`config.mk`:
```
export PLATFORM = sky130hd
export DESIGN_NAME = chronologic
export DESIGN_NICKNAME = d
export VERILOG_FILES = /design/src/rtl/chronologic_pkg.sv /design/src/rtl/chronologic_sat_cnt.sv /design/src/rtl/chronologic.sv
export SDC_FILE = /design/constraint.sdc
export NUM_CORES = 1
export LEC_CHECK = 0
export ABC_AREA = 0
export CAP_MARGIN = 20
export CORE_MARGIN = 5
export CORE_UTILIZATION = 54
export CTS_BUF_LIST = sky130_fd_sc_hd__clkbuf_16
export CTS_CLUSTER_DIAMETER = 60
export DETAILED_ROUTE_END_ITERATION = 6
export PLACE_DENSITY = 0.76
export SLEW_MARGIN = 20
export SYNTH_ARGS = -nofsm -noshare
export SYNTH_HDL_FRONTEND = slang
export SYNTH_SLANG_ARGS = --single-unit
```
`constraint.sdc`:
```
create_clock -name clk -period 2.8 [get_ports clk]
set_input_delay 0.56 -clock clk [delete_from_list [all_inputs] [get_ports clk]]
set_output_delay 0.56 -clock clk [all_outputs]
set_load 0.005 [all_outputs]
```
`src/rtl/chronologic_pkg.sv`:
```
// Shared types for the a |-> ##1 b ##1 c run-time checker.
// Latency: n/a (types and helpers only).
// Backpressure: n/a.
//
// Contents: default widths, the attempt record, the per-stage verdict
// encoding and the fail-increment helper used by the top.
package chronologic_pkg;

  localparam int CNT_W_DEF = 16;
  localparam int TS_W_DEF  = 16;

  // Default-width view of one in-flight attempt. The top declares a
  // same-shaped local type sized by its own TS_W parameter.
  typedef struct packed {
    logic                vld;
    logic [TS_W_DEF-1:0] ts;
  } attempt_t;

  typedef enum logic [1:0] {
    V_NONE   = 2'd0,
    V_PASS   = 2'd1,
    V_FAIL_B = 2'd2,
    V_FAIL_C = 2'd3
  } verdict_t;

  // Number of failures decided on one edge (0, 1 or 2).
  function automatic logic [1:0] fail_inc(input logic fb, input logic fc);
    return {1'b0, fb} + {1'b0, fc};
  endfunction

endpackage

```
`src/rtl/chronologic_sat_cnt.sv`:
```
// Saturating event counter, increment 0..2 per cycle, synchronous clear.
// Latency: count reflects the increment one edge after it is presented.
// Backpressure: none; sticks at all-ones instead of wrapping.
//
// Ports:
//   clk  in   1  rising-edge clock
//   rst  in   1  synchronous active-high reset (priority over clr)
//   clr  in   1  synchronous clear; beats a same-cycle increment
//   inc  in   2  amount to add this edge
//   cnt  out  W  current count (registered)
module chronologic_sat_cnt #(
  parameter int W = 16  // must be >= 2 so an increment of 2 fits
) (
  input  logic         clk,
  input  logic         rst,
  input  logic         clr,
  input  logic [1:0]   inc,
  output logic [W-1:0] cnt
);

  logic [W-1:0] cnt_q;
  logic [W-1:0] cnt_d;
  logic [W:0]   sum;

  always_comb begin
    // One extra bit catches the carry out of the top, which means saturation.
    sum = {1'b0, cnt_q} + {{(W-1){1'b0}}, inc};
    if (clr) begin
      cnt_d = '0;
    end else if (sum[W]) begin
      cnt_d = '1;
    end else begin
      cnt_d = sum[W-1:0];
    end
  end

  always_ff @(posedge clk) begin
    if (rst) begin
      cnt_q <= '0;
    end else begin
      cnt_q <= cnt_d;
    end
  end

  assign cnt = cnt_q;

endmodule

```
`src/rtl/chronologic.sv`:
```
// Run-time checker for a |-> ##1 b ##1 c with overlapping attempts.
// Latency: verdict decided from samples at edge k is visible right after edge k.
// Backpressure: none; observes only, never stalls the monitored logic.
//
// Ports:
//   clk, rst        clock, synchronous active-high reset
//   en              allows new attempts to start (in-flight ones always finish)
//   clr             zeroes pass_cnt, fail_cnt, fail_seen
//   a, b, c         antecedent and the two consequents
//   pass            pulse: attempt saw b then c
//   fail_b          pulse: attempt saw b=0 one cycle after start
//   fail_c          pulse: attempt saw b=1 then c=0
//   fail_ts         start timestamp of the failing attempt (oldest wins)
//   pass_cnt        saturating pass total
//   fail_cnt        saturating failure total
//   fail_seen       sticky: any failure since reset/clr
module chronologic
  import chronologic_pkg::*;
#(
  parameter int CNT_W = CNT_W_DEF,
  parameter int TS_W  = TS_W_DEF
) (
  input  logic             clk,
  input  logic             rst,
  input  logic             en,
  input  logic             clr,
  input  logic             a,
  input  logic             b,
  input  logic             c,
  output logic             pass,
  output logic             fail_b,
  output logic             fail_c,
  output logic [TS_W-1:0]  fail_ts,
  output logic [CNT_W-1:0] pass_cnt,
  output logic [CNT_W-1:0] fail_cnt,
  output logic             fail_seen
);

  // Same shape as attempt_t, sized by this instance's TS_W.
  typedef struct packed {
    logic            vld;
    logic [TS_W-1:0] ts;
  } stage_t;

  logic [TS_W-1:0] ts_q, ts_d;
  stage_t          p1_q, p1_d;   // attempt awaiting b
  stage_t          p2_q, p2_d;   // attempt awaiting c
  logic            pass_q, pass_d;
  logic            fail_b_q, fail_b_d;
  logic            fail_c_q, fail_c_d;
  logic [TS_W-1:0] fail_ts_q, fail_ts_d;
  logic            fail_seen_q, fail_seen_d;
  verdict_t        v1, v2;

  always_comb begin
    ts_d = ts_q + TS_W'(1);

    p1_d.vld = en & a;
    p1_d.ts  = ts_q;
    p2_d.vld = p1_q.vld & b;
    p2_d.ts  = p1_q.ts;

    // The two stages resolve independently, so a fail_b from the younger
    // attempt can coincide with a pass or fail_c from the older one.
    v1 = (p1_q.vld & ~b) ? V_FAIL_B : V_NONE;
    if (p2_q.vld) begin
      v2 = c ? V_PASS : V_FAIL_C;
    end else begin
      v2 = V_NONE;
    end

    pass_d   = (v2 == V_PASS);
    fail_b_d = (v1 == V_FAIL_B);
    fail_c_d = (v2 == V_FAIL_C);

    // Report the older attempt when both fail on the same edge.
    fail_ts_d = fail_ts_q;
    if (fail_c_d) begin
      fail_ts_d = p2_q.ts;
    end else if (fail_b_d) begin
      fail_ts_d = p1_q.ts;
    end

    // clr beats a coincident failure.
    if (clr) begin
      fail_seen_d = 1'b0;
    end else begin
      fail_seen_d = fail_seen_q | fail_b_d | fail_c_d;
    end
  end

  always_ff @(posedge clk) begin
    if (rst) begin
      ts_q        <= '0;
      p1_q        <= '0;
      p2_q        <= '0;
      pass_q      <= 1'b0;
      fail_b_q    <= 1'b0;
      fail_c_q    <= 1'b0;
      fail_ts_q   <= '0;
      fail_seen_q <= 1'b0;
    end else begin
      ts_q        <= ts_d;
      p1_q        <= p1_d;
      p2_q        <= p2_d;
      pass_q      <= pass_d;
      fail_b_q    <= fail_b_d;
      fail_c_q    <= fail_c_d;
      fail_ts_q   <= fail_ts_d;
      fail_seen_q <= fail_seen_d;
    end
  end

  // Counters take the same-edge verdicts so totals line up with the pulses.
  chronologic_sat_cnt #(.W(CNT_W)) u_pass_cnt (
    .clk (clk),
    .rst (rst),
    .clr (clr),
    .inc ({1'b0, pass_d}),
    .cnt (pass_cnt)
  );

  chronologic_sat_cnt #(.W(CNT_W)) u_fail_cnt (
    .clk (clk),
    .rst (rst),
    .clr (clr),
    .inc (fail_inc(fail_b_d, fail_c_d)),
    .cnt (fail_cnt)
  );

  assign pass      = pass_q;
  assign fail_b    = fail_b_q;
  assign fail_c    = fail_c_q;
  assign fail_ts   = fail_ts_q;
  assign fail_seen = fail_seen_q;

endmodule

```
==> flow_summary.ini <==
[min_path]
whs_path_depth = 2
min_path_type = flop to flop

[place]
place.gp.congestion = 0.804
hpwl_microns = 5370
port_buffers = 58

[floorplan]
rows = 31
core_area_sq_um = 7290
dieArea_sq_um = 9340
ios = 59
initial_core_util_pct = 55.6
die_y_microns = 96.6
die_x_microns = 96.6

[global_route]
grt_use_total_pct = 17.8
grt_pass1_vias = 3021
grt_max_degree = 70
grt-ovfl-total = 0
antenna_found_initial = 0
grt_pass1_wl_microns = 14100

[power_and_ir_drop]
ir_worst_vdd_mv = 0.330
p_comb_share_pct = 2.5
p_seq_share_pct = 53.3
p_int_mw = 2.12
p_leak_nw = 1.76
p_sw_uw = 634
swShare_pct = 23.0
powerDensity_nw_per_um2 = 552
finalPower_mw = 2.75
power_frac_clock_pct = 44.2

[drt]
drtIter0Drc = 116
wl_per_cell_microns = 14.0
ant_nets = 0
via_count = 3001
routed_wl_microns = 8050
first_pass_iters = 7
drc = 0
viasPerCell = 5.22

[finish]
num_antenna_cells = 0
drive_gt1_share_pct = 12.0
area_growth_pct = 23.1
seq_area_sq_um = 2040
fin_util_pct = 68.4
fillers = 612
multi_input_area_sq_um = 1850
nets = 483

[synth]
yosys_warnings = 0
synth_area_leader_cell = dfxtp_1
yosysSeqAreaShare_pct = 50.4
synth_common_cells = dfxtp_1, nor2_1, nand2_1, nor2b_1, a21oi_1
synth_top_cell_area_share_pct = 50.4
synthCells = 417
synthTopCellsByArea = dfxtp_1, nor2b_1, nor2_1, nand2_1, a311oi_1
yosysUniqueCellTypes = 46
synth_nets = 429
synth_area_sq_um = 4050
synth_edf_count = 0
ys_async_sr_fraction_pct = 0
syn_area_per_cell_sq_um = 9.72
ys_ff_latch = 102
ys.flop_type = dfxtp_1
yosysMostFrequentCell = dfxtp_1

[job]
maxCapViolations = 0

[worst_setup_path]
crit_required_ns = 3.05
cp-start-kind = input port
worstPathArrival_ns = 2.80
worstSetupPathType = input port to flop
crit_path_max_fanout = 5
critPathCaptureType = flop
reg2reg_depth = 10

[timing]
slew_violations = 0
holdWs_ns = 0.434
hold_viol_final = 0
worst_pin_slew_ns = 0.745
post-route-period-util_pct = 91.0
skew_ns = 0.00607
max_freq_mhz = 392
finalSetupViolations = 0
finalCriticalPeriod_ns = 2.55
max_slew_margin_pct = 50.3
rsz0062_at_grt = false

[clocking]
clk_latency_ns = 0.34
cts_made_buffers = 9
cts_setup_buffers = 0
clockBufferDepth = 2
path_clk_slew_ns = 0.07
htreeDepth = 3
cts_tree = built
ctsHoldBuffers = 0
cts-root-buf = clkbuf_16
cts_sinks = 102

[status]
outcome = complete, no violations
critical path, cell delays in order:
cell and delay, ns:
clkdlybuf4s50_1 0.41, nor2b_1 0.18, inv_2 0.07, fa_1 0.46, inv_1 0.11, ha_1 0.23, nand4_4 0.17, nor2_4 0.18
buf_4 0.14, nor4b_1 0.05, a211oi_1 0.25
registers in the layout, indices dropped and copies added, names as in the netlist:
| name | flops |
|---|---|
| fail_c | 1 |
| pass | 1 |
| u_fail_cnt.cnt | 16 |
| fail_b | 1 |
| u_pass_cnt.cnt | 16 |
| fail_seen | 1 |
| fail_ts | 16 |
| ts_q | 16 |
| p1_q | 17 |
| p2_q | 17 |
cell type report:
class | instances | share of cell area (%)
Multi-Input combinational cell | 282 | 37.1
Sequential cell | 102 | 40.9
Inverter | 10 | 0.752
Clock buffer | 9 | 4.51
Timing Repair Buffer | 66 | 12.7
Clock inverter | 7 | 1.45
Tap cell | 99 | 2.48
cells by family after synthesis:
logic type,after synthesis,share of synthesized area (%)
flops,102,50.4
mux,2,0.525
buf+inv,33,4.08
simple gates,187,26.3
compound gates,56,10.1
xor+xnor,32,6.92
fa+ha+maj,5,1.73
metrics by stage:
stage	TNS, ns	setup WS [ns]	instance area (sq um)	instances
after floorplan	0	0.232	4050	417
after global placement	-0.328	-0.0409	4680	559
after detailed placement	-1.58	-0.133	4680	559
after CTS	0	0.193	4980	575
after global routing	0	0.0498	4990	575
final	0	0.251	4990	575
path summary, 6_finish.rpt:
check / from / to / slack [ns]
max: b / u_fail_cnt.cnt[15] / 0.25
min: p1_q[16] / p2_q[16] / 0.43
max reg2reg: p1_q[16] / u_fail_cnt.cnt[15] / 0.55
min reg2reg: p1_q[16] / p2_q[16] / 0.43
layout by cell type, fill, tap and decap left out, types with 2 or more instances in the layout:
cell and instances:
ha_1 4, clkbuf_16 9, xnor2_1 16, a31oi_1 2
nor3_1 5, clkdlybuf4s50_1 57, inv_6 3, a21oi_2 11
a211oi_1 5, nand4_2 2, buf_4 8, and2_1 3
dfxtp_1 102, o21ai_0 2, or2_2 2, nand2_1 45
inv_8 2, nor2_1 48, a21oi_1 17, nand3_4 3
nand3_1 11, inv_1 9, nand4_4 3, xor2_1 16
nor2b_1 37, and4_1 3, nand4_1 9, a311oi_1 16
and3_1 3, nor4_2 5
power groups by stage:
stage	sequential [mW]	combinational [mW]	clock [mW]
final	1.47	0.0683	1.22
after global routing	1.47	0.0768	1.31
after CTS	1.47	0.0698	1.25
after detailed placement	1.50	0.0694	0
after global placement	1.50	0.0685	0
after floorplan	1.50	0.0462	0
metal layers:
metal / vias up / track usage [%] / routed length (microns)
met3: 8 / 5.25 / 362
met4: 0 / 5.08 / 74
met1: 1413 / 21.9 / 3750
li1: 1530 / - / -
met2: 50 / 30.2 / 3860
met5: - / 0 / 0
timing repair:
item	4_1_cts	5_1_grt
gates resized for setup	0	1
endpoints found under the hold margin	0	0
endpoints found under the setup margin	0	2
No activity file was read; power rests on OpenSTA's default activity.
